$ cat config.mk
export PLATFORM = sky130hd
export DESIGN_NAME = mmio_ctrl
export DESIGN_NICKNAME = d
export VERILOG_FILES = /design/src/rtl/mmio_ctrl.sv
export SDC_FILE = /design/constraint.sdc
export NUM_CORES = 1
export LEC_CHECK = 0
export BUFFER_PORTS_ARGS = -buffer_cell sky130_fd_sc_hd__buf_4
export CAP_MARGIN = 0
export CORE_AREA = 5 5 86 88
export DETAILED_ROUTE_END_ITERATION = 12
export DIE_AREA = 0 0 91 93
export PLACE_DENSITY = 0.78
export SLEW_MARGIN = 15
export SYNTH_ARGS = -nofsm -noshare
export SYNTH_HDL_FRONTEND = slang
export SYNTH_SLANG_ARGS = --single-unit
$ cat constraint.sdc
create_clock -name clk -period 3.7 [get_ports clk]
set_input_delay 1.11 -clock clk [delete_from_list [all_inputs] [get_ports clk]]
set_output_delay 1.11 -clock clk [all_outputs]
set_load 0.02 [all_outputs]
$ cat src/rtl/mmio_ctrl.sv
// Memory-mapped I/O controller: RAM/IO decode, LED register, synchronised switches
// with sticky rising-edge capture, loadable free-running timer and sticky bus-error flag.
module mmio_ctrl #(
  parameter int                DATA_W    = 16,
  parameter int                ADDR_W    = 9,
  parameter int                LED_W     = 10,
  parameter int                SW_W      = 10,
  parameter logic [ADDR_W-1:0] LED_ADDR  = 9'h100,
  parameter logic [ADDR_W-1:0] SW_ADDR   = 9'h140,
  parameter logic [ADDR_W-1:0] EDGE_ADDR = 9'h141,
  parameter logic [ADDR_W-1:0] TMR_ADDR  = 9'h142
) (
  input  logic              clk,
  input  logic              reset,
  input  logic [1:0]        mem_cmd,
  input  logic [ADDR_W-1:0] mem_addr,
  input  logic [DATA_W-1:0] write_data,
  output logic [DATA_W-1:0] read_data,
  input  logic [DATA_W-1:0] ram_dout,
  output logic [ADDR_W-2:0] ram_addr,
  output logic              ram_write,
  input  logic [SW_W-1:0]   sw,
  output logic [LED_W-1:0]  ledr,
  output logic              bus_err
);

  typedef enum logic [1:0] {
    MNONE  = 2'b00,
    MREAD  = 2'b01,
    MWRITE = 2'b10,
    MRSVD  = 2'b11
  } mem_cmd_e;

  logic [LED_W-1:0]  r_ledr;
  logic [SW_W-1:0]   r_sw_meta;
  logic [SW_W-1:0]   r_sw_sync;
  logic [SW_W-1:0]   r_sw_prev;
  logic [SW_W-1:0]   r_edge_q;
  logic [DATA_W-1:0] r_tmr_q;
  logic              r_bus_err;

  logic              w_ram_sel;
  logic              w_io_sel;
  logic              w_rd;
  logic              w_wr;
  logic              w_hit_led;
  logic              w_hit_sw;
  logic              w_hit_edge;
  logic              w_hit_tmr;
  logic              w_mapped;
  logic              w_err_set;
  logic [SW_W-1:0]   w_edge_clr;
  logic [SW_W-1:0]   w_edge_rise;
  logic [DATA_W-1:0] w_read_data;

  assign w_ram_sel  = ~mem_addr[ADDR_W-1];
  assign w_io_sel   = mem_addr[ADDR_W-1];
  assign w_rd       = (mem_cmd == MREAD);
  assign w_wr       = (mem_cmd == MWRITE);

  assign w_hit_led  = w_io_sel & (mem_addr == LED_ADDR);
  assign w_hit_sw   = w_io_sel & (mem_addr == SW_ADDR);
  assign w_hit_edge = w_io_sel & (mem_addr == EDGE_ADDR);
  assign w_hit_tmr  = w_io_sel & (mem_addr == TMR_ADDR);
  assign w_mapped   = w_hit_led | w_hit_sw | w_hit_edge | w_hit_tmr;

  // The switch register is read-only, so a write to it counts as an illegal access.
  assign w_err_set  = w_io_sel & (w_rd | w_wr) & (~w_mapped | (w_wr & w_hit_sw));

  assign w_edge_clr  = (w_wr & w_hit_edge) ? write_data[SW_W-1:0] : '0;
  assign w_edge_rise = r_sw_sync & ~r_sw_prev;

  assign ram_write = w_wr & w_ram_sel;
  assign ram_addr  = mem_addr[ADDR_W-2:0];

  always_comb begin
    // NOTE: default assigned first so every path drives w_read_data and no latch is inferred.
    w_read_data = '0;
    if (w_rd) begin
      if (w_ram_sel)       w_read_data = ram_dout;
      else if (w_hit_sw)   w_read_data = DATA_W'(r_sw_sync);
      else if (w_hit_edge) w_read_data = DATA_W'(r_edge_q);
      else if (w_hit_tmr)  w_read_data = r_tmr_q;
      else if (w_hit_led)  w_read_data = DATA_W'(r_ledr);
    end
  end

  assign read_data = w_read_data;
  assign ledr      = r_ledr;
  assign bus_err   = r_bus_err;

  // NOTE: non-blocking assignments so every flop samples the pre-edge values of the others.
  always_ff @(posedge clk or posedge reset) begin
    if (reset) begin
      r_ledr    <= '0;
      r_sw_meta <= '0;
      r_sw_sync <= '0;
      r_sw_prev <= '0;
      r_edge_q  <= '0;
      r_tmr_q   <= '0;
      r_bus_err <= 1'b0;
    end else begin
      r_sw_meta <= sw;
      r_sw_sync <= r_sw_meta;
      r_sw_prev <= r_sw_sync;
      // Set term is OR-ed last so a new edge survives a same-cycle clear.
      r_edge_q  <= (r_edge_q & ~w_edge_clr) | w_edge_rise;
      r_tmr_q   <= (w_wr & w_hit_tmr) ? write_data : r_tmr_q + DATA_W'(1);
      if (w_wr & w_hit_led) r_ledr <= write_data[LED_W-1:0];
      if (w_err_set)        r_bus_err <= 1'b1;
    end
  end

endmodule

==> results.py, run 1 <==
metrics = {
    "cts": {
        "cts_sinks": 67,
        "path_clk_slew_ns": 0.07,
        "clk_latency_ns": 0.34,
        "cts_inserted_buffers": 9,
        "cts-root-buf": "clkbuf_8",
        "clock_path_buffers": 2,
        "htreeDepth": 3,
        "hold_buffers": 0,
        "cts_tree": "built",
    },
    "sta": {
        "timing_hold_violations_final": 0,
        "relSlewSlack_pct": 56.7,
        "clock-skew-final_ns": 0.00918,
        "tightestPinTransition_ns": 0.644,
        "holdWs_ns": 0.352,
        "rsz0062_at_grt": "yes",
        "report.final.slew_viol_count": 0,
        "fin_crit_sh_pct": 99.3,
        "setup-tns-final_ns": 0,
        "finalSetupViolations": 0,
        "fmax_mhz": 272,
        "min_period_ns": 3.67,
        "fin_ws_ns": 0.0258,
    },
    "placement": {
        "postPlaceCellArea_um2": 3990,
        "gp_congestion": 0.812,
        "dp.cells": 488,
        "post-dp-hpwl_um": 5650,
        "dp_slack_ns": -0.0607,
        "io_buffer_count": 90,
    },
    "yosys": {
        "ys_ff_latch": 67,
        "ys_top_cells_by_area": "dfrtp_1 51%, a21oi_1 6.4%, o21ai_0 4.0%",
        "synth_flop_cell": "dfrtp_1",
        "synth-warning-count": 0,
        "ys_seq_area_share_pct": 51.2,
        "avgSynthCellArea_um2": 9.87,
        "yosys.cell_types.count": 37,
        "synth_nets": 390,
        "synth_area_um2": 3280,
        "synth_edf_count": 0,
        "yosys.area.top_type": "dfrtp_1",
        "synth_top_area_share_pct": 51.2,
        "async_reset_ff_share_pct": 100,
        "syn-instance-count": 332,
    },
    "finish": {
        "syn_to_final_growth_pct": 29.9,
        "multi_input_area_um2": 1410,
        "postLayoutCellArea_um2": 4260,
        "fin_nets": 480,
        "fill_cells": 542,
        "instances_no_fill": 507,
        "seqCellArea_um2": 1680,
        "n_antenna_cell": 0,
        "drive_above_1_share_pct": 32.8,
        "finish.utilization_pct": 64.8,
    },
    "routing": {
        "avgViaCountPerCell": 5.42,
        "route.detailed.drc": 0,
        "drt_iter0_markers": 131,
        "ant_nets": 0,
        "via_count": 2746,
        "dr.pass1.iters": 4,
        "wire_per_inst_um": 15.6,
        "wirelength_um": 7930,
    },
    "floorplan": {
        "rows": 30,
        "io_pins": 91,
        "die_y_um": 93,
        "die-width_um": 91,
        "start_util_pct": 49.9,
        "coreArea_um2": 6570,
        "dieArea_um2": 8460,
    },
    "worst_setup_path": {
        "worstSetupPathDepth": 7,
        "start_kind": "input pin",
        "path_buf_inv": 2,
        "crit_family": "simple AND/OR/NAND/NOR gates",
        "cp_slowest_stage_delay_ns": 0.55,
        "endpoint_kind": "output pin",
        "worstPathMaxFanout": 7,
        "crit_chain": "buf_6 -> or4b_4 -> nor3_4 -> and3_4 -> a21oi_1 -> nor2b_1 -> buf_4",
        "cpMaxStageDelayCell": "or4b_4",
        "cp.required_ns": 2.59,
        "worstRegToRegCells": 5,
        "crit_arrival_ns": 2.56,
        "critical_path_class": "in2out",
    },
    "hold_path": {
        "hold_class": "reg2reg",
        "hold_depth": 0,
    },
    "grt": {
        "grt_max_degree": 68,
        "first_global_vias": 2739,
        "grt_usage_pct": 19.3,
        "antenna_found_initial": 0,
        "globalRoute.totalOverflow": 0,
        "grt_pass1_wl_um": 13000,
    },
    "flow_run": {
        "maxCapViolCount": 0,
    },
    "power": {
        "p_leak_nw": 1.95,
        "irDropWorstVdd_mv": 0.277,
        "power_mw": 1.74,
        "powerDensity_nw_per_um2": 408,
    },
    "status": {
        "status": "completed",
    },
}
## worst register-to-register path, delay by kind of cell (launching register included)
| family | cells | cell delay, ns |
|---|---|---|
| AND/OR/NAND/NOR | 2 | 0.53 |
| adder cells (fa/ha/maj) | 1 | 0.28 |
| flip-flops | 1 | 0.45 |
| XOR/XNOR | 1 | 0.15 |
| AO/OA/AOI/OAI | 1 | 0.15 |
## layout by cell type (no fill, tap or decap), types with 2 or more instances in the layout
cell type  synthesis  final
or3_1              3      3
buf_4             10     99
nor2_1            18     18
nand2b_1           8      8
inv_1             17     16
o221ai_1           2      2
xor2_1             8      8
nand3_1           15     15
mux2_2            11     11
buf_6              2      3
nand4_1            5      5
a21oi_1           42     39
nor4_1             4      4
nor2b_1           15     15
dfrtp_1           67     67
ha_1               3      3
clkbuf_8           0     12
a22o_1            10     10
xnor2_1            6      6
clkinv_2           0      2
nand2_1           27     27
o21ai_0           26     26
nand3b_1           9      9
a21oi_2            0      3
## cell type report
class	instances	share of cell area [%]
clock buffer	12	3.88
clock inverter	4	1.12
inverter	17	1.50
multi-input combinational	224	33.0
sequential	67	39.4
tap	80	2.35
timing repair buffer	103	18.7
## path summary, 6_finish.rpt
check / slack, ns / to / startpoint
worst max-delay path: 0.03 / read_data[10] / mem_addr[5]
min in group asynchronous: 0.82 / r_sw_meta[2] / reset
worst max register to register: 2.07 / r_tmr_q[10] / r_tmr_q[0]
worst min register to register: 0.35 / r_sw_sync[6] / r_sw_meta[6]
worst min-delay path: 0.35 / r_sw_sync[6] / r_sw_meta[6]
max in group asynchronous: 2.58 / ledr[4] / reset
## Yosys cell counts (2+ instances only)
master and count:
nand2b_1 8, mux2_2 11, dfrtp_1 67, xnor2_1 6, nand4_1 5, buf_6 2, nor2_1 18, o221ai_1 2
a22o_1 10, ha_1 3, nor2b_1 15, o21ai_0 26, inv_1 17, nand2_1 27, or3_1 3, a21oi_1 42
xor2_1 8, nand3_1 15, clkbuf_1 9, nand3b_1 9, buf_4 10, nor4_1 4
## registers in the layout (all words and copies together) (netlist names)
name and cells:
r_tmr_q 16, ledr 10, r_edge_q 10, r_sw_meta 10, r_sw_prev 10, r_sw_sync 10
bus_err 1
## timing repair
item | 4_1_cts | 5_1_grt
pin swaps | 0 | 2
endpoints found under the hold margin | 0 | 0
gates resized for setup | 3 | 5
gates cloned | 0 | 0
endpoints found under the setup margin | 11 | 15
setup buffers | 0 | 3
## per-layer routing
metal | vias to the layer above | global-route usage (%) | wire length (um)
met5 | - | 0 | 0
met4 | 0 | 8.31 | 89
met3 | 8 | 4.83 | 531
met2 | 84 | 32.8 | 4100
met1 | 1332 | 23.4 | 3210
li1 | 1322 | - | -
## logic make-up (layout without fill, tap and decap cells)
kind of cell	Yosys count	in the layout	synth area share [%]
xor+xnor	14	14	3.74
mux	11	11	3.78
fa+ha+maj	3	3	1.15
flops	67	67	51.2
buf+inv	41	136	6.38
compound gates	83	83	14.2
simple gates	113	113	19.6
## where the power goes
group | leakage (nW) | switching (mW) | internal [mW]
combinational | 1.04 | 0.119 | 0.123
sequential | 0.794 | 0.0655 | 0.790
clock | 0.108 | 0.273 | 0.364
(Power assumes the default switching activity.)
==> run 2: changes to the inputs <==
CORE_AREA = 5 5 90 92   (was 5 5 86 88)
DIE_AREA = 0 0 95 97   (was 0 0 91 93)
PLACE_DENSITY = 0.74   (was 0.78)
clock period = 3 ns   (was 3.7 ns; I/O delays follow)
==> run 2 against run 1 <==
Net effect: the run now ends with setup timing left; register-to-register slack worse by 0.70 ns; cell area up 3.7%; final cell count up 6.1%.
==> results.py, run 2 (synthesis results as in run 1) <==
metrics = {
    "hold_path": {
        "hold_class": "reg2reg",
        "min_from": "r_sw_meta[9]",
        "hold_depth": 0,
        "whs_endpoint": "r_sw_sync[9]",
    },
    "placement": {
        "gp_congestion": 0.861,
        "postPlaceCellArea_um2": 4190,
        "post-dp-hpwl_um": 6110,
        "dp.cells": 521,
        "dp_slack_ns": -0.314,
        "io_buffer_count": 90,
    },
    "cts": {
        "cts_inserted_buffers": 9,
        "clock_path_buffers": 2,
        "path_clk_slew_ns": 0.07,
        "cts-root-buf": "clkbuf_8",
        "htreeDepth": 3,
        "hold_buffers": 0,
        "cts_sinks": 67,
        "cts_tree": "built",
        "clk_latency_ns": 0.33,
    },
    "sta": {
        "report.final.slew_viol_count": 0,
        "holdWs_ns": 0.346,
        "fin_ws_ns": -0.208,
        "rsz0062_at_grt": "yes",
        "finalSetupViolations": 16,
        "clock-skew-final_ns": 0.00491,
        "min_period_ns": 3.21,
        "fin_crit_sh_pct": 107,
        "timing_hold_violations_final": 0,
        "relSlewSlack_pct": 62.0,
        "fmax_mhz": 312,
        "setup-tns-final_ns": -2.75,
        "tightestPinTransition_ns": 0.570,
    },
    "worst_setup_path": {
        "worstRegToRegCells": 5,
        "start_kind": "input pin",
        "worstPathMaxFanout": 7,
        "regToRegStartpoint": "r_tmr_q[2]",
        "crit_arrival_ns": 2.31,
        "rrSetupSlack_ns": 1.37,
        "endpoint_kind": "output pin",
        "worstReg2RegEnd": "r_tmr_q[10]",
        "cp.required_ns": 2.10,
        "critical_path_class": "in2out",
    },
    "finish": {
        "fill_cells": 648,
        "syn_to_final_growth_pct": 34.8,
        "finish.utilization_pct": 61.9,
        "drive_above_1_share_pct": 38.3,
        "largest_reg_flops": 16,
        "instances_no_fill": 538,
        "fin_nets": 494,
        "postLayoutCellArea_um2": 4420,
        "final_common_cell": "buf_4",
        "n_antenna_cell": 0,
        "top_register": "r_tmr_q",
        "final_cell_mix": "108 x buf_4, 67 x dfrtp_1, 28 x a21oi_1",
    },
    "floorplan": {
        "coreArea_um2": 7140,
        "dieArea_um2": 9220,
        "die_y_um": 97,
        "io_pins": 91,
        "rows": 31,
        "die-width_um": 95,
        "start_util_pct": 45.9,
    },
    "grt": {
        "grt_usage_pct": 18.9,
        "antenna_found_initial": 0,
        "first_global_vias": 2720,
        "globalRoute.totalOverflow": 0,
        "grt_pass1_wl_um": 13700,
        "grt_max_degree": 43,
    },
    "power": {
        "powerDensity_nw_per_um2": 449,
        "p_leak_nw": 1.99,
        "power_mw": 1.98,
        "irDropWorstVdd_mv": 0.328,
    },
    "routing": {
        "routed-wl-met3_um": 579,
        "avgViaCountPerCell": 5.16,
        "ant_nets": 0,
        "wire_per_inst_um": 15.5,
        "route.detailed.drc": 0,
        "drt_iter0_markers": 207,
        "wirelength_um": 8340,
        "wl_met2_um": 4010,
        "dr.max_layer_used": "met4",
        "wl_met1_um": 3690,
        "via_count": 2774,
        "dr.pass1.iters": 4,
    },
    "status": {
        "failed_checks": "setup timing",
        "status": "finished, violations left",
    },
    "flow_run": {
        "maxCapViolCount": 0,
    },
}
run 2: changes by cell type in the layout (fill, tap and decap cells not counted), moves of 7 or more:
cell / delta
o21ai_1: +7
o21ai_0: -8
buf_4: +9
a21oi_1: -11
a21oi_2: +9
run 2: critical path, cell delays in order:
cell     delay, ns
buf_6         0.09
or4b_4        0.55
nor3_4        0.15
and3_4        0.27
a21oi_2       0.07
nor2b_2       0.14
buf_6         0.13
run 2: timing repair:
| action | 4_1_cts | 5_1_grt |
|---|---|---|
| buffers inserted | 2 | 1 |
| endpoints found under the setup margin | 16 | 16 |
| gates resized for setup | 22 | 1 |
| pin swaps | 2 | 0 |
| hold endpoints to repair | 0 | 0 |
| gates cloned | 0 | 0 |
run 2: area by class of cell:
class	count	area, um^2	area share, %
clock buffers	11	131	2.98
clock inverters	3	17.5	0.397
inverters	17	63.8	1.45
multi-input cells	224	1480	33.6
flip-flops and latches	67	1680	38.0
well taps	99	124	2.81
repair buffers	117	921	20.9
run 2: worst max path at each step:
stage,slack (ns),startpoint,to,cells after the start
2_1_floorplan,-0.19,mem_addr[5],read_data[10],6
3_3_place_gp,-0.31,mem_addr[5],read_data[8],7
3_5_place_dp,-0.31,mem_addr[5],read_data[8],7
4_1_cts,-0.20,mem_addr[5],read_data[11],7
5_1_grt,-0.26,mem_addr[5],read_data[12],7
6_report,-0.21,mem_addr[5],read_data[11],7
run 2: per-layer routing:
| metal | vias to the layer above | track usage [%] |
|---|---|---|
| li1 | 1346 | - |
| met4 | 0 | 3.33 |
| met1 | 1328 | 26.0 |
| met3 | 6 | 5.12 |
| met2 | 94 | 30.3 |
| met5 | - | 0 |
run 2: where the power goes:
part | total, mW | switching (mW) | internal, mW
combinational | 0.323 | 0.158 | 0.165
sequential | 1.06 | 0.0847 | 0.975
clock | 0.598 | 0.310 | 0.288
